<file path="src/rtl/shifter_pkg.sv">
// ----------------------------------------------------------------------------
// shifter_pkg
// Shared definitions for the pipelined shifter:
//   - ALU control opcodes understood by the shifter (funct-style codes)
//   - is_legal_op : true for the four supported shift operations
//   - calc_depth  : number of pipeline register slices for a given data
//                   width and number of mux levels per slice
// ----------------------------------------------------------------------------
package shifter_pkg;

    localparam logic [5:0] OP_SLL = 6'b000000;
    localparam logic [5:0] OP_SRL = 6'b000010;
    localparam logic [5:0] OP_SRA = 6'b000011;
    localparam logic [5:0] OP_ROR = 6'b000110;

    function automatic logic is_legal_op(input logic [5:0] op);
        return (op == OP_SLL) || (op == OP_SRL) || (op == OP_SRA) || (op == OP_ROR);
    endfunction

    // ceil(log2(width) / reg_every)
    function automatic int calc_depth(input int width, input int reg_every);
        return ($clog2(width) + reg_every - 1) / reg_every;
    endfunction

endpackage

</file>
<file path="src/rtl/shift_level.sv">
// ----------------------------------------------------------------------------
// shift_level
// One combinational mux level of the shifter: shifts or rotates by the fixed
// distance AMOUNT when enable is set, otherwise passes data through.
//   data    : operand entering this level
//   enable  : the shift-amount bit that selects this level
//   op      : operation code (illegal codes pass data through)
//   sign    : fill bit for arithmetic right shifts
//   shifted : result leaving this level
// ----------------------------------------------------------------------------
module shift_level
    import shifter_pkg::*;
#(
    parameter int WIDTH  = 32,
    parameter int AMOUNT = 1
) (
    input  logic [WIDTH-1:0] data,
    input  logic             enable,
    input  logic [5:0]       op,
    input  logic             sign,
    output logic [WIDTH-1:0] shifted
);

    always_comb begin
        // NOTE: the default assignment up front covers every path through the
        // case below, so no latch is inferred.
        shifted = data;
        if (enable) begin
            case (op)
                OP_SLL:  shifted = data << AMOUNT;
                OP_SRL:  shifted = data >> AMOUNT;
                OP_SRA:  shifted = {{AMOUNT{sign}}, data[WIDTH-1:AMOUNT]};
                OP_ROR:  shifted = {data[AMOUNT-1:0], data[WIDTH-1:AMOUNT]};
                default: shifted = data;
            endcase
        end
    end

endmodule

</file>
<file path="src/rtl/pipelined_shifter.sv">
// ----------------------------------------------------------------------------
// pipelined_shifter
// Parametrised SLL/SRL/SRA/ROR shifter. The log2(WIDTH) mux levels are applied
// LSB-first (level k moves data by 2^k) and split into DEPTH register slices
// of REG_EVERY levels each, with a valid/ready handshake on both sides.
//   clk       : rising-edge clock
//   reset     : asynchronous active-low reset; flushes every slice
//   in_valid  / in_ready  : input handshake (in_ready = slice-0 load enable)
//   dataA     : operand; dataB[SHAMT_W-1:0] : shift amount; Signal : opcode
//   out_valid / out_ready : output handshake
//   dataOut   : shifted result (0 for an illegal opcode)
//   out_err   : result came from an illegal opcode
// All outputs except in_ready come straight from the last slice registers.
// ----------------------------------------------------------------------------
module pipelined_shifter
    import shifter_pkg::*;
#(
    parameter int WIDTH     = 32,
    parameter int REG_EVERY = 2
) (
    input  logic             clk,
    input  logic             reset,
    input  logic             in_valid,
    output logic             in_ready,
    input  logic [WIDTH-1:0] dataA,
    input  logic [WIDTH-1:0] dataB,
    input  logic [5:0]       Signal,
    output logic             out_valid,
    input  logic             out_ready,
    output logic [WIDTH-1:0] dataOut,
    output logic             out_err
);

    localparam int SHAMT_W = $clog2(WIDTH);
    localparam int DEPTH   = calc_depth(WIDTH, REG_EVERY);

    // Slice registers
    logic [DEPTH-1:0]   slice_valid;
    logic [WIDTH-1:0]   slice_data  [DEPTH];
    logic [SHAMT_W-1:0] slice_shamt [DEPTH];
    logic [5:0]         slice_op    [DEPTH];
    logic [DEPTH-1:0]   slice_sign;
    logic [DEPTH-1:0]   slice_err;

    // What each slice would capture: control from the slice behind it (or the
    // input port) and data after that slice's group of mux levels.
    logic [DEPTH-1:0]   src_valid;
    logic [SHAMT_W-1:0] src_shamt [DEPTH];
    logic [5:0]         src_op    [DEPTH];
    logic [DEPTH-1:0]   src_sign;
    logic [DEPTH-1:0]   src_err;
    logic [WIDTH-1:0]   stage_data [DEPTH];

    logic [DEPTH:0]     load;
    logic               in_legal;
    logic               unused_fold;

    assign in_legal = is_legal_op(Signal);

    // Illegal ops enter as zero data with a zero sign, so the levels (which
    // pass illegal codes through) carry a zero result to the output.
    generate
        for (genvar k = 0; k < SHAMT_W; k++) begin : gen_lvl
            localparam int S = k / REG_EVERY;
            logic [WIDTH-1:0] lvl_in;
            logic [WIDTH-1:0] lvl_out;
            logic             lvl_en;
            logic [5:0]       lvl_op;
            logic             lvl_sign;

            if (S == 0) begin : g_from_port
                assign lvl_en   = dataB[k];
                assign lvl_op   = Signal;
                assign lvl_sign = in_legal & dataA[WIDTH-1];
            end else begin : g_from_slice
                assign lvl_en   = slice_shamt[S-1][k];
                assign lvl_op   = slice_op[S-1];
                assign lvl_sign = slice_sign[S-1];
            end

            if (k % REG_EVERY == 0) begin : g_group_head
                if (S == 0) begin : g_head_port
                    assign lvl_in = in_legal ? dataA : '0;
                end else begin : g_head_slice
                    assign lvl_in = slice_data[S-1];
                end
            end else begin : g_chain
                assign lvl_in = gen_lvl[k-1].lvl_out;
            end

            shift_level #(
                .WIDTH  (WIDTH),
                .AMOUNT (1 << k)
            ) u_level (
                .data    (lvl_in),
                .enable  (lvl_en),
                .op      (lvl_op),
                .sign    (lvl_sign),
                .shifted (lvl_out)
            );

            if ((k % REG_EVERY == REG_EVERY - 1) || (k == SHAMT_W - 1)) begin : g_group_tail
                assign stage_data[S] = lvl_out;
            end
        end
    endgenerate

    always_comb begin
        for (int i = 0; i < DEPTH; i++) begin
            if (i == 0) begin
                src_valid[i] = in_valid;
                src_shamt[i] = dataB[SHAMT_W-1:0];
                src_op[i]    = Signal;
                src_sign[i]  = in_legal & dataA[WIDTH-1];
                src_err[i]   = ~in_legal;
            end else begin
                src_valid[i] = slice_valid[i-1];
                src_shamt[i] = slice_shamt[i-1];
                src_op[i]    = slice_op[i-1];
                src_sign[i]  = slice_sign[i-1];
                src_err[i]   = slice_err[i-1];
            end
        end
    end

    // A slice loads when it is empty or its contents move on this cycle; the
    // chain runs from the output handshake back to in_ready, so bubbles fill.
    always_comb begin
        load[DEPTH] = out_ready;
        for (int i = DEPTH - 1; i >= 0; i--) begin
            load[i] = ~slice_valid[i] | load[i+1];
        end
    end

    assign in_ready = load[0];

    always_ff @(posedge clk or negedge reset) begin
        if (!reset) begin
            // NOTE: data registers are reset too (not just valid bits) so the
            // outputs never show X, even before the first result arrives.
            slice_valid <= '0;
            slice_sign  <= '0;
            slice_err   <= '0;
            for (int i = 0; i < DEPTH; i++) begin
                slice_data[i]  <= '0;
                slice_shamt[i] <= '0;
                slice_op[i]    <= OP_SLL;
            end
        end else begin
            for (int i = 0; i < DEPTH; i++) begin
                if (load[i]) begin
                    // NOTE: non-blocking assignments so every slice samples its
                    // neighbour's value from before this edge.
                    slice_valid[i] <= src_valid[i];
                    // Bubbles leave the payload untouched.
                    if (src_valid[i]) begin
                        slice_data[i]  <= stage_data[i];
                        slice_shamt[i] <= src_shamt[i];
                        slice_op[i]    <= src_op[i];
                        slice_sign[i]  <= src_sign[i];
                        slice_err[i]   <= src_err[i];
                    end
                end
            end
        end
    end

    assign out_valid = slice_valid[DEPTH-1];
    assign dataOut   = slice_data[DEPTH-1];
    assign out_err   = slice_err[DEPTH-1];

    // Upper dataB bits and the last slice's control fields have no consumer.
    always_comb begin
        unused_fold = ^dataB ^ (^slice_sign);
        for (int i = 0; i < DEPTH; i++) begin
            unused_fold = unused_fold ^ (^slice_shamt[i]) ^ (^slice_op[i]);
        end
    end

endmodule
</file>
<file path="config.mk">
export PLATFORM = sky130hd
export DESIGN_NAME = pipelined_shifter
export DESIGN_NICKNAME = d
export VERILOG_FILES = /design/src/rtl/shifter_pkg.sv /design/src/rtl/shift_level.sv /design/src/rtl/pipelined_shifter.sv
export SDC_FILE = /design/constraint.sdc
export NUM_CORES = 1
export LEC_CHECK = 0
export ABC_AREA = 1
export CORE_MARGIN = 4
export CORE_UTILIZATION = 50
export CTS_BUF_LIST = sky130_fd_sc_hd__clkbuf_8 sky130_fd_sc_hd__clkbuf_16
export CTS_CLUSTER_DIAMETER = 50
export DETAILED_ROUTE_END_ITERATION = 12
export PLACE_DENSITY_LB_ADDON = 0.2
export REMOVE_ABC_BUFFERS = 1
export SLEW_MARGIN = 20
export SYNTH_ARGS = -nofsm -noshare
export SYNTH_HDL_FRONTEND = slang
export SYNTH_SLANG_ARGS = --single-unit
</file>
<file path="constraint.sdc">
create_clock -name clk -period 3.4 [get_ports clk]
set_input_delay 0.34 -clock clk [delete_from_list [all_inputs] [get_ports clk]]
set_output_delay 0.34 -clock clk [all_outputs]
set_load 0.005 [all_outputs]
</file>
Yosys cells after proc, flatten, opt, wreduce, memory -nomap -nowiden:

Cells that the tools add are included.
W data, S select, Z words.

* equality and inequality tests: 9
* muxes and demuxes: 11
* bitwise logic cells: 8
* reductions and logical operators: 9

Operator list (number)
* $pmux W32 S4: 5
* $mux W32: 6
* $eq A6 B2 Y1 const B: 6
* $eq A6 B3 Y1 const B: 3
* $logic_not A6 Y1: 3
* $reduce_and A2 Y1: 3
* $not A1 Y1: 4
* $logic_or A1 B1 Y1: 3
* $or A1 B1 Y1: 3
* $and A1 B1 Y1: 1

* register bits: 126
* bits of input ports: 74
* output and inout bits: 35
* logic and storage cells: 52

Logic depth before layout (Yosys ltp):

Gate-level depths: netlist (run 1).

* depth after elaboration: 9
* gate-level depth with buffers: 12
* depth with buffers taken out: 11

Hierarchy:

From an unflattened synthesis (run 1), not the netlist that was laid out.

* cells, all modules: 1714
* area, all modules: 9973.3 um^2

By module, submodules not included
* pipelined_shifter: instances 1, cells an instance 581, area each 4932.2 um^2, sequential area each 3002.9 um^2
* shift_level (gen_lvl[0].u_level): instances 1, cells an instance 318, area each 1307.5 um^2, sequential area each 0.0 um^2
* shift_level (gen_lvl[2].u_level): instances 1, cells an instance 210, area each 996.0 um^2, sequential area each 0.0 um^2
* shift_level (gen_lvl[1].u_level): instances 1, cells an instance 217, area each 962.2 um^2, sequential area each 0.0 um^2
* shift_level (gen_lvl[3].u_level): instances 1, cells an instance 199, area each 949.7 um^2, sequential area each 0.0 um^2
* shift_level (gen_lvl[4].u_level): instances 1, cells an instance 189, area each 825.8 um^2, sequential area each 0.0 um^2

Worst setup path before layout (run 1):

OpenSTA, ideal clock, no wires.

* path kind: register -> register
* from: register slice_op, in the netlist gen_lvl[2].lvl_op[5]
* to: register slice_data, in the netlist gen_lvl[4].lvl_in[29]
* library setup time: 0.116 ns
* arrival time: 1.449 ns
* required time: 3.284 ns
* slack: 1.834 ns
* cell stages (with the launch flop): 12
* path buffers: 1
* clock period less this slack: 1.566 ns
* cells stage by stage: dfrtp_1 nor2_4 nand3_1 nand3_2 nand2_2 inv_4 buf_6 nand2_1 nand3_1 nand3_1 nand2_1 nand2_1

* longest elaborated chain between the ends: 5
* elaborated cells between the ends (all ways): 8
* those cells by class: 3 x eq/ne; 4 x mux; 1 x reduce/logical

RTL lines
* start, declared: line pipelined_shifter.sv:41 `logic [5:0] slice_op [DEPTH];`
* start signal, assigned by index: line pipelined_shifter.sv:159 `slice_op[i] <= src_op[i];`
* $eq A6 B3 Y1, or another cell as far along: line shift_level.sv:29 `case (op)`
* $pmux W32 S4: line shift_level.sv:29
* $mux W32: line shift_level.sv:28 `if (enable) begin`
* $pmux W32 S4: line shift_level.sv:29
* $mux W32 (*): line shift_level.sv:28
* end signal, assigned by index: line pipelined_shifter.sv:157 `slice_data[i] <= stage_data[i];`
* end, declared: line pipelined_shifter.sv:39 `logic [WIDTH-1:0] slice_data [DEPTH];`

Mark *: on every way between the ends. The rest lies on a longest branch, timed or not.
A chain may end at the register's enable or synchronous reset.

Worst setup path in the final report (run 1):

* from: input Signal[3]
* to: register slice_data, in the netlist gen_lvl[2].lvl_in[12]

* longest elaborated chain between the ends: 9
* elaborated cells between the ends (all ways): 12
* those cells by class: 3 x eq/ne; 5 x mux; 4 x reduce/logical

RTL lines
* start, declared: line pipelined_shifter.sv:27 `input logic [5:0] Signal,`
* $eq A6 B2 Y1 / $logic_not A6 Y1 (equally long branches): line shifter_pkg.sv:17, shift_level.sv:29
* $logic_or A1 B1 Y1 (3 in a row): line shifter_pkg.sv:17 `return (op == OP_SLL) || (op == OP_SRL) || (op == OP_SRA) || (op == OP_ROR);`
* $mux W32: line pipelined_shifter.sv:83 `assign lvl_in = in_legal ? dataA : '0;`
* $pmux W32 S4: line shift_level.sv:29
* $mux W32: line shift_level.sv:28
* $pmux W32 S4: line shift_level.sv:29
* $mux W32 (*): line shift_level.sv:28

Marks and branches as above.

==> flow_summary_export.csv, run 1 <==
group,metric,value,unit
timing,hold_viol_final,0,
worst_setup_path,worst-r2r-cell-count,9,
yosys,yosys_warnings,0,
timing,slew_viol_final,0,
power,powerDensity,619,mW/mm²
placement,dp_hpwl,15200,µm
final_layout,final_common_cell,"nand2_1",
timing,clock.fmax,0.445,GHz
placement,numPortBuffers,81,
cts,clock_sinks,120,
cts,cts_buffer_depth,2,
global_routing,grt_pass1_wl,36700,µm
yosys,avgSynthCellArea,6.41,µm²
floorplanning,die_area,0.0182,mm²
drt,ant_nets,0,
worst_setup_path,crit_path_max_incr_delay,0.47,ns
drt,drt-total-wl,21700,µm
yosys,synth_seq_cells,120,
cts,holdBufCountCts,0,
worst_setup_path,path_cells,"clkdlybuf4s50_1 -> nor2_2 -> nand3_2 -> inv_2 -> nand2_1 -> nand3_1 -> nand3_1 -> nand3_1 -> nand2_1 -> o21ai_1",
job,timing.max_cap.violations,0,
global_routing,antenna_found_initial,0,
worst_setup_path,cp.required,3.74,ns
timing,finalCriticalPeriod,2.25,ns
outcome,outcome,"finished clean",
drt,drc,0,
worst_setup_path,crit_type,"in -> reg",
yosys,syn_area,0.00808,mm²
power,power.leakage,4.57,nW
cts,cts_tree,"done",
min_path,min-delay-path-class,"in -> async",
timing,rsz0062_at_grt,"no",
cts,cts_buffers,17,
final_layout,layout_common_cells,"366 x nand2_1, 236 x nand3_1, 198 x nor2_1",
power,peakVddDrop,0.368,mV
global_routing,grt_max_degree,68,
power,total_power,0.00591,W
worst_setup_path,start_kind,"input port",
cts,path_clk_slew,0.06,ns
timing,fin_hold_ws,0.0245,ns
worst_setup_path,slowest_stage,"inv_2",
cts,cts_htree_levels,4,
placement,place_congestion,0.938,
timing,max_slew_margin,0.313,
worst_setup_path,r2r_slack,1.26,ns
final_layout,drive_above_1_share,0.0709,
final_layout,seqCellArea,0.00300,mm²
floorplanning,start_util,0.510,
cts,cts_root_buffer,"clkbuf_16",
timing,finalSetupViolCount,0,
yosys,synth_area_leader_cell,"dfrtp_1",
cts,cts_resized,0,
worst_setup_path,worstPathArrival,2.59,ns
floorplanning,die_h,135,µm
global_routing,grt_pass1_vias,7586,
final_layout,fin_util,0.603,
cts,post-cts-setup-buffer-count,0,
floorplanning,dieWidth,135,µm
yosys,netlist_instances,1259,
drt,drtIter0Drc,688,
timing,worstMarginPinSlew,1.03,ns
yosys,ys_types,31,
worst_setup_path,cp_common_cell,"nand3_1",
drt,avgRoutedWirePerCell,14.1,µm
worst_setup_path,cp-end-kind,"flop",
timing,clock_skew,0.00651,ns
drt,first_pass_iters,5,
worst_setup_path,crit_fanout,30,
timing,fin_setup_tns,0,ns
floorplanning,ios,109,
worst_setup_path,critPathLaunch,"Signal[3]",
yosys,seq_area_frac_synth,0.372,
cts,clock_latency,0.41,ns
final_layout,num-fill-cells,1521,
floorplanning,row_count,46,
yosys,synthTopCellsByArea,"dfrtp_1 37%, nand2_1 17%, nand3_1 15%",
timing,min_period_over_period,0.661,
drt,vias,8364,
final_layout,syn2layout_area_growth,18.2,%
global_routing,grt_usage,0.243,
floorplanning,fp.coreArea,0.0158,mm²
yosys,synth_top_area_share,0.372,
worst_setup_path,r2r-start,"gen_lvl[2].lvl_op[2]",
final_layout,multiInputGateArea,0.00436,mm²
global_routing,overflow,0,
drt,drt-vias-per-instance,5.42,
final_layout,fin_nets,1387,
final_layout,diodes,0,
## area by class of cell
type / count / area share
inverter: 90 / 0.0359
clock buffer: 17 / 0.0446
multi-input combinational: 982 / 0.457
tap: 216 / 0.0283
sequential: 120 / 0.315
clock inverter: 15 / 0.0187
timing repair buffer: 102 / 0.101
## flip-flops by register name, indices dropped and copies added (netlist names)
register / cells
slice_err: 3
dataOut: 32
gen_lvl.lvl_en: 3
slice_shamt: 1
gen_lvl.lvl_in: 64
slice_valid: 3
slice_sign: 2
gen_lvl.lvl_op: 12
## cell families (layout without fill, tap and decap cells)
| group | after synthesis | count (layout) | synth area share |
|---|---|---|---|
| buf+inv | 157 | 224 | 0.0888 |
| compound gates | 146 | 146 | 0.0956 |
| flops | 120 | 120 | 0.372 |
| simple gates | 836 | 836 | 0.444 |
## stage by stage
stage	instance area [µm²]	cells	setup slack, ns
after floorplan	7700	1192	0.662
after global placement	8940	1510	0.804
after detailed placement	8940	1510	0.769
after CTS	9550	1542	1.20
after global routing	9550	1542	0.959
final	9550	1542	1.15
## worst max-delay path, delay by kind of cell
family,cells,cell delay [ns]
and+or+nand+nor,7,1.16
buffers and inverters,2,0.93
AOI/OAI and AO/OA,1,0.14
## path summary, 6_finish.rpt
kind / to
worst max-delay path: gen_lvl[2].lvl_in[12]
worst min-delay path: slice_valid[2]
worst max register to register: gen_lvl[4].lvl_in[24]
worst min register to register: slice_valid[2]
max in group asynchronous: dataOut[3]
min in group clk: gen_lvl[2].lvl_en
## synthesized netlist by cell type
cell type and number:
nand3b_1 1, buf_1 5, o211ai_2 1, nor2_1 198, buf_4 4, nor3_1 2
nand3_4 1, nor2_2 15, nand4_1 3, nand3_2 5, nor2_4 3, inv_1 82
buf_2 20, o21ai_1 25, a22oi_1 1, buf_6 11, inv_2 3, a21oi_2 2
nand2_4 2, o21ai_0 44, nand2_1 366, clkbuf_1 27, nor4_2 1, nand3_1 236
a21oi_1 62, nand2_2 3, a31oi_1 10, clkinv_1 3, a21oi_4 1, inv_4 2
dfrtp_1 120
## routing by layer
layer	global-route usage	wire, µm	up-vias
met5	0	0	-
li1	-	-	4182
met1	0.349	9830	3818
met2	0.379	9960	332
met4	0.0761	318	0
met3	0.0376	1590	32
## power breakdown
part	total, W	leakage (nW)	internal [W]	switching, W
Clock	0.00182	0.285	0.00115	0.000670
Sequential	0.00214	1.49	0.00187	0.000266
Combinational	0.00195	2.79	0.000838	0.00111
Power figures use the tool's default switching activity.
==> run 2: changes to the inputs <==
clock period = 1.8 ns   (was 3.4 ns; I/O delays follow)
==> run 2 against run 1 <==
Via count grew 2.5%. Hold slack improved by 0.26 ns. Clock skew is essentially flat. Critical path depth decreased by 1. First-iteration DRC count down 0.44%. Setup slack worse by 1.1 ns. Global-route usage rose by 1.8 points. Core utilization increased by 4.8 points. Combinational power up 110%. Register-to-register slack worse by 1.2 ns. Critical endpoint is now gen_lvl[4].lvl_in[11].
==> flow_summary_export.csv, run 2 (same netlist as run 1, synthesis figures left out) <==
group,metric,value,unit
global_routing,overflow,0,
worst_setup_path,cp-end-kind,"flop",
placement,place_area,0.00951,mm²
drt,first_pass_iters,6,
global_routing,use_met3,0.0440,
worst_setup_path,crit_fanout,24,
final_layout,fin_util,0.651,
final_layout,num-fill-cells,1443,
power,power.leakage,4.91,nW
final_layout,fin_area,0.0103,mm²
timing,clock.fmax,0.578,GHz
global_routing,grt_usage,0.261,
worst_setup_path,start_kind,"flop",
global_routing,grt_pass1_vias,7874,
global_routing,grt.busiest_layer,"met2",
timing,hold_viol_final,0,
power,peakVddDrop,0.754,mV
final_layout,finalNonFillerCells,1591,
drt,drc,0,
placement,dp_slack,-0.216,ns
global_routing,antenna_found_initial,0,
worst_setup_path,path_cells,"nor2_4 -> nand3_4 -> nand3_4 -> nand2_1 -> buf_6 -> nand3_1 -> nand2_1 -> nor2_1 -> nor2_1",
final_layout,syn2layout_area_growth,27.7,%
global_routing,grt_use_met2,0.405,
timing,min_period_over_period,0.961,
cts,path_clk_slew,0.06,ns
final_layout,layout_common_cells,"359 x nand2_1, 234 x nand3_1, 193 x nor2_1",
power,powerDensity,1130,mW/mm²
worst_setup_path,slowest_stage,"dfrtp_1",
global_routing,grt_max_degree,49,
drt,drt-total-wl,22900,µm
placement,place_congestion,0.916,
worst_setup_path,worstPathArrival,2.04,ns
cts,cts_htree_levels,4,
timing,clock_skew,0.00682,ns
outcome,outcome,"finished clean",
timing,slew_viol_final,0,
global_routing,met1_usage,0.372,
cts,cts_buffers,17,
cts,cts_buffer_depth,2,
timing,rsz0062_at_grt,"yes",
drt,avgRoutedWirePerCell,14.4,µm
cts,cts_tree,"done",
final_layout,final_common_cell,"nand2_1",
placement,numPortBuffers,81,
worst_setup_path,crit_path_max_incr_delay,0.40,ns
cts,cts_root_buffer,"clkbuf_16",
floorplanning,die_h,135,µm
timing,fin_ws,0.0706,ns
min_path,min-delay-path-class,"in -> async",
final_layout,diodes,0,
power,total_power,0.0117,W
timing,worstMarginPinSlew,0.519,ns
floorplanning,ios,109,
floorplanning,die_area,0.0182,mm²
drt,vias,8574,
worst_setup_path,cp.required,2.11,ns
cts,clock_sinks,120,
placement,dp_hpwl,16800,µm
final_layout,drive_above_1_share,0.113,
floorplanning,fp.coreArea,0.0158,mm²
floorplanning,dieWidth,135,µm
timing,max_slew_margin,0.654,
timing,finalCriticalPeriod,1.73,ns
timing,finalSetupViolCount,0,
global_routing,grt_pass1_wl,39000,µm
drt,drtIter0Drc,685,
drt,ant_nets,0,
final_layout,largest_reg_flops,64,
placement,dp_cells,1554,
cts,clock_latency,0.42,ns
worst_setup_path,crit_type,"reg -> reg",
final_layout,fin_nets,1436,
floorplanning,row_count,46,
drt,drt-vias-per-instance,5.39,
job,timing.max_cap.violations,0,
floorplanning,start_util,0.510,
worst_setup_path,worst-r2r-cell-count,9,
[run 2: cell type report]
class	count	area [µm²]	area share
multi-input cells	982	4460	0.432
flip-flops and latches	120	3000	0.291
repair buffers	151	1600	0.155
clock buffers	17	425	0.0413
inverters	90	353	0.0342
well taps	216	270	0.0262
clock inverters	15	204	0.0198
[run 2: stage by stage]
step / setup TNS [ns] / hold WS (ns)
after floorplan: -60.20 / -0.116
after global placement: -3.80 / 0.182
after detailed placement: -5.00 / 0.190
after CTS: -0.00868 / 0.283
after global routing: -0.505 / 0.284
final: 0 / 0.287
[run 2: where the power goes]
| group | switching, W | internal [W] |
|---|---|---|
| Combinational | 0.00222 | 0.00183 |
| Sequential | 0.000507 | 0.00354 |
| Clock | 0.00129 | 0.00232 |
[run 2: timing repair]
| item | CTS | global route |
|---|---|---|
| hold buffers | 1 | 0 |
| cloned | 0 | 0 |
| pin swaps | 0 | 8 |
| resized for setup | 1 | 31 |
| endpoints found under the hold margin | 31 | 0 |
| endpoints found under the setup margin | 10 | 34 |
| buffers inserted | 0 | 4 |
[run 2: final timing paths]
path | end | from | slack, ns
max in group asynchronous | gen_lvl[2].lvl_in[9] | reset | 0.82
hold / removal | dataOut[12] | reset | 0.29
min in group clk | gen_lvl[2].lvl_en | dataB[2] | 0.29
setup reg to reg | gen_lvl[4].lvl_in[11] | gen_lvl[2].lvl_op[4] | 0.07
hold reg to reg | dataOut[29] | dataOut[29] | 0.48
setup / recovery | gen_lvl[4].lvl_in[11] | gen_lvl[2].lvl_op[4] | 0.07
[run 2: per-layer routing]
metal / wire [µm] / vias up
met1: 10300 / 3907
met2: 10400 / 333
li1: - / 4286
met5: 0 / -
met3: 1690 / 48
met4: 557 / 0
[run 2: worst max-delay path: cells and delay by family (launching register included)]
kind                   cells  cell delay [ns]
buffers and inverters      1             0.21
DFF                        1             0.40
and+or+nand+nor            8             1.01
==> run 3: changes to the inputs <==
RECOVER_POWER = 25   (was not set)
==> run 3 against run 2 <==
First-iteration DRC count increased by 0.58%. Clock-buffer cell count did not move. Via count grew 0.20%. Sequential power barely moved. Flip-flop and latch count is the same. Combinational power about the same. Non-clock buffer count stayed put. Final cell count stayed put. Hold slack better by 0.013 ns. Clock power hardly changed. Critical endpoint unchanged. Routed wire length increased by 0.51%.
==> flow_summary_export.csv, run 3 (same netlist as run 1, synthesis figures left out) <==
group,metric,value,unit
final_layout,largest_reg_flops,64,
worst_setup_path,cp.required,2.11,ns
placement,numPortBuffers,81,
job,timing.max_cap.violations,0,
final_layout,final_common_cell,"nand2_1",
final_layout,num-fill-cells,1449,
placement,dp_slack,-0.216,ns
power,peakVddDrop,0.746,mV
drt,drt-total-wl,23000,µm
cts,cts_tree,"done",
worst_setup_path,worstPathArrival,2.04,ns
drt,drc,0,
floorplanning,dieWidth,135,µm
placement,dp_cells,1554,
final_layout,finalNonFillerCells,1591,
global_routing,grt_pass1_wl,39000,µm
cts,clock_sinks,120,
timing,clock_skew,0.00694,ns
global_routing,grt_max_degree,49,
final_layout,drive_above_1_share,0.113,
cts,clock_latency,0.42,ns
timing,worstMarginPinSlew,0.939,ns
floorplanning,start_util,0.510,
timing,finalSetupViolCount,0,
cts,path_clk_slew,0.06,ns
cts,cts_buffer_depth,2,
cts,cts_root_buffer,"clkbuf_16",
final_layout,multiInputGateArea,0.00446,mm²
global_routing,antenna_found_initial,0,
placement,dp_hpwl,16800,µm
floorplanning,die_h,135,µm
placement,place_congestion,0.916,
worst_setup_path,r2r_slack,0.07,ns
final_layout,layout_common_cells,"360 x nand2_1, 234 x nand3_1, 193 x nor2_1",
min_path,min-delay-path-class,"in -> reg",
timing,slew_viol_final,0,
final_layout,fin_nets,1436,
timing,finalCriticalPeriod,1.73,ns
global_routing,grt_pass1_vias,7874,
timing,rsz0062_at_grt,"yes",
floorplanning,row_count,46,
drt,avgRoutedWirePerCell,14.5,µm
drt,vias,8591,
timing,max_slew_margin,0.374,
floorplanning,fp.coreArea,0.0158,mm²
final_layout,diodes,0,
power,powerDensity,1140,mW/mm²
drt,first_pass_iters,10,
global_routing,overflow,0,
cts,cts_htree_levels,4,
global_routing,grt_usage,0.261,
floorplanning,die_area,0.0182,mm²
timing,min_period_over_period,0.962,
worst_setup_path,start_kind,"flop",
final_layout,seqCellArea,0.00300,mm²
timing,hold_viol_final,0,
drt,ant_nets,0,
outcome,outcome,"finished clean",
cts,cts_buffers,17,
worst_setup_path,crit_type,"reg -> reg",
worst_setup_path,cp-end-kind,"flop",
timing,clock.fmax,0.578,GHz
floorplanning,ios,109,
final_layout,syn2layout_area_growth,27.3,%
worst_setup_path,crit_fanout,24,
drt,drtIter0Drc,689,
final_layout,fin_util,0.650,
power,power.leakage,4.90,nW
drt,drt-vias-per-instance,5.40,
timing,fin_ws,0.0690,ns
[run 3: changes by cell type in the layout (fill, tap and decap cells not counted), sizes merged]
cell / before / now
clkbuf: 17 / 20
buf: 70 / 67
[run 3: path summary, 6_finish.rpt]
| check | start | end | depth (start not counted) |
|---|---|---|---|
| worst max-delay path | gen_lvl[2].lvl_op[4] | gen_lvl[4].lvl_in[11] | 9 |
| max in group asynchronous | reset | gen_lvl[4].lvl_in[22] | 3 |
| worst max register to register | gen_lvl[2].lvl_op[4] | gen_lvl[4].lvl_in[11] | 9 |
| min in group asynchronous | reset | gen_lvl[4].lvl_in[16] | 2 |
| worst min-delay path | dataB[2] | gen_lvl[2].lvl_en | 3 |
| worst min register to register | dataOut[29] | dataOut[29] | 2 |
[run 3: metal layers]
layer,track usage,share of wire,up-vias,wire length (µm)
li1,-,-,4287,-
met1,0.372,0.45,3903,10300
met2,0.405,0.45,350,10400
met3,0.0440,0.072,51,1670
met4,0.0896,0.026,0,604
met5,0,0,-,0
[run 3: power breakdown]
part	switching (W)	leakage, nW	internal [W]
Sequential	0.000507	1.49	0.00354
Clock	0.00128	0.301	0.00232
Combinational	0.00222	3.11	0.00182
[run 3: worst max-delay path, cell delays in order (launching register included)]
cell     delay [ns]
dfrtp_1        0.40
nor2_4         0.26
nand3_4        0.14
nand3_4        0.13
nand2_1        0.14
buf_6          0.21
nand3_1        0.10
nand2_1        0.06
nor2_1         0.12
nor2_1         0.05
[run 3: final cells by class]
class	instances	share of cell area
Clock buffer	17	0.0414
Clock inverter	15	0.0198
Inverter	90	0.0343
Multi-Input combinational cell	982	0.433
Sequential cell	120	0.292
Tap cell	216	0.0263
Timing Repair Buffer	151	0.153
[run 3: metrics by stage]
step	total power [W]	hold slack [ns]	setup TNS [ns]	area [µm²]
6_report	0.0117	0.300	0	10300
5_1_grt	0.0125	0.284	-0.505	10300
4_1_cts	0.0117	0.283	-0.00868	10200
3_5_place_dp	0.00802	0.190	-5.00	9510
3_3_place_gp	0.00794	0.182	-3.80	9510
2_1_floorplan	0.00615	-0.116	-60.20	7700
[run 3: timing repair]
action                                  CTS  global route
hold buffers                              1             0
endpoints found under the hold margin    31             0
pin swaps                                 0             8
endpoints found under the setup margin   10            34
resized for setup                         1            31
setup buffers                             0             4
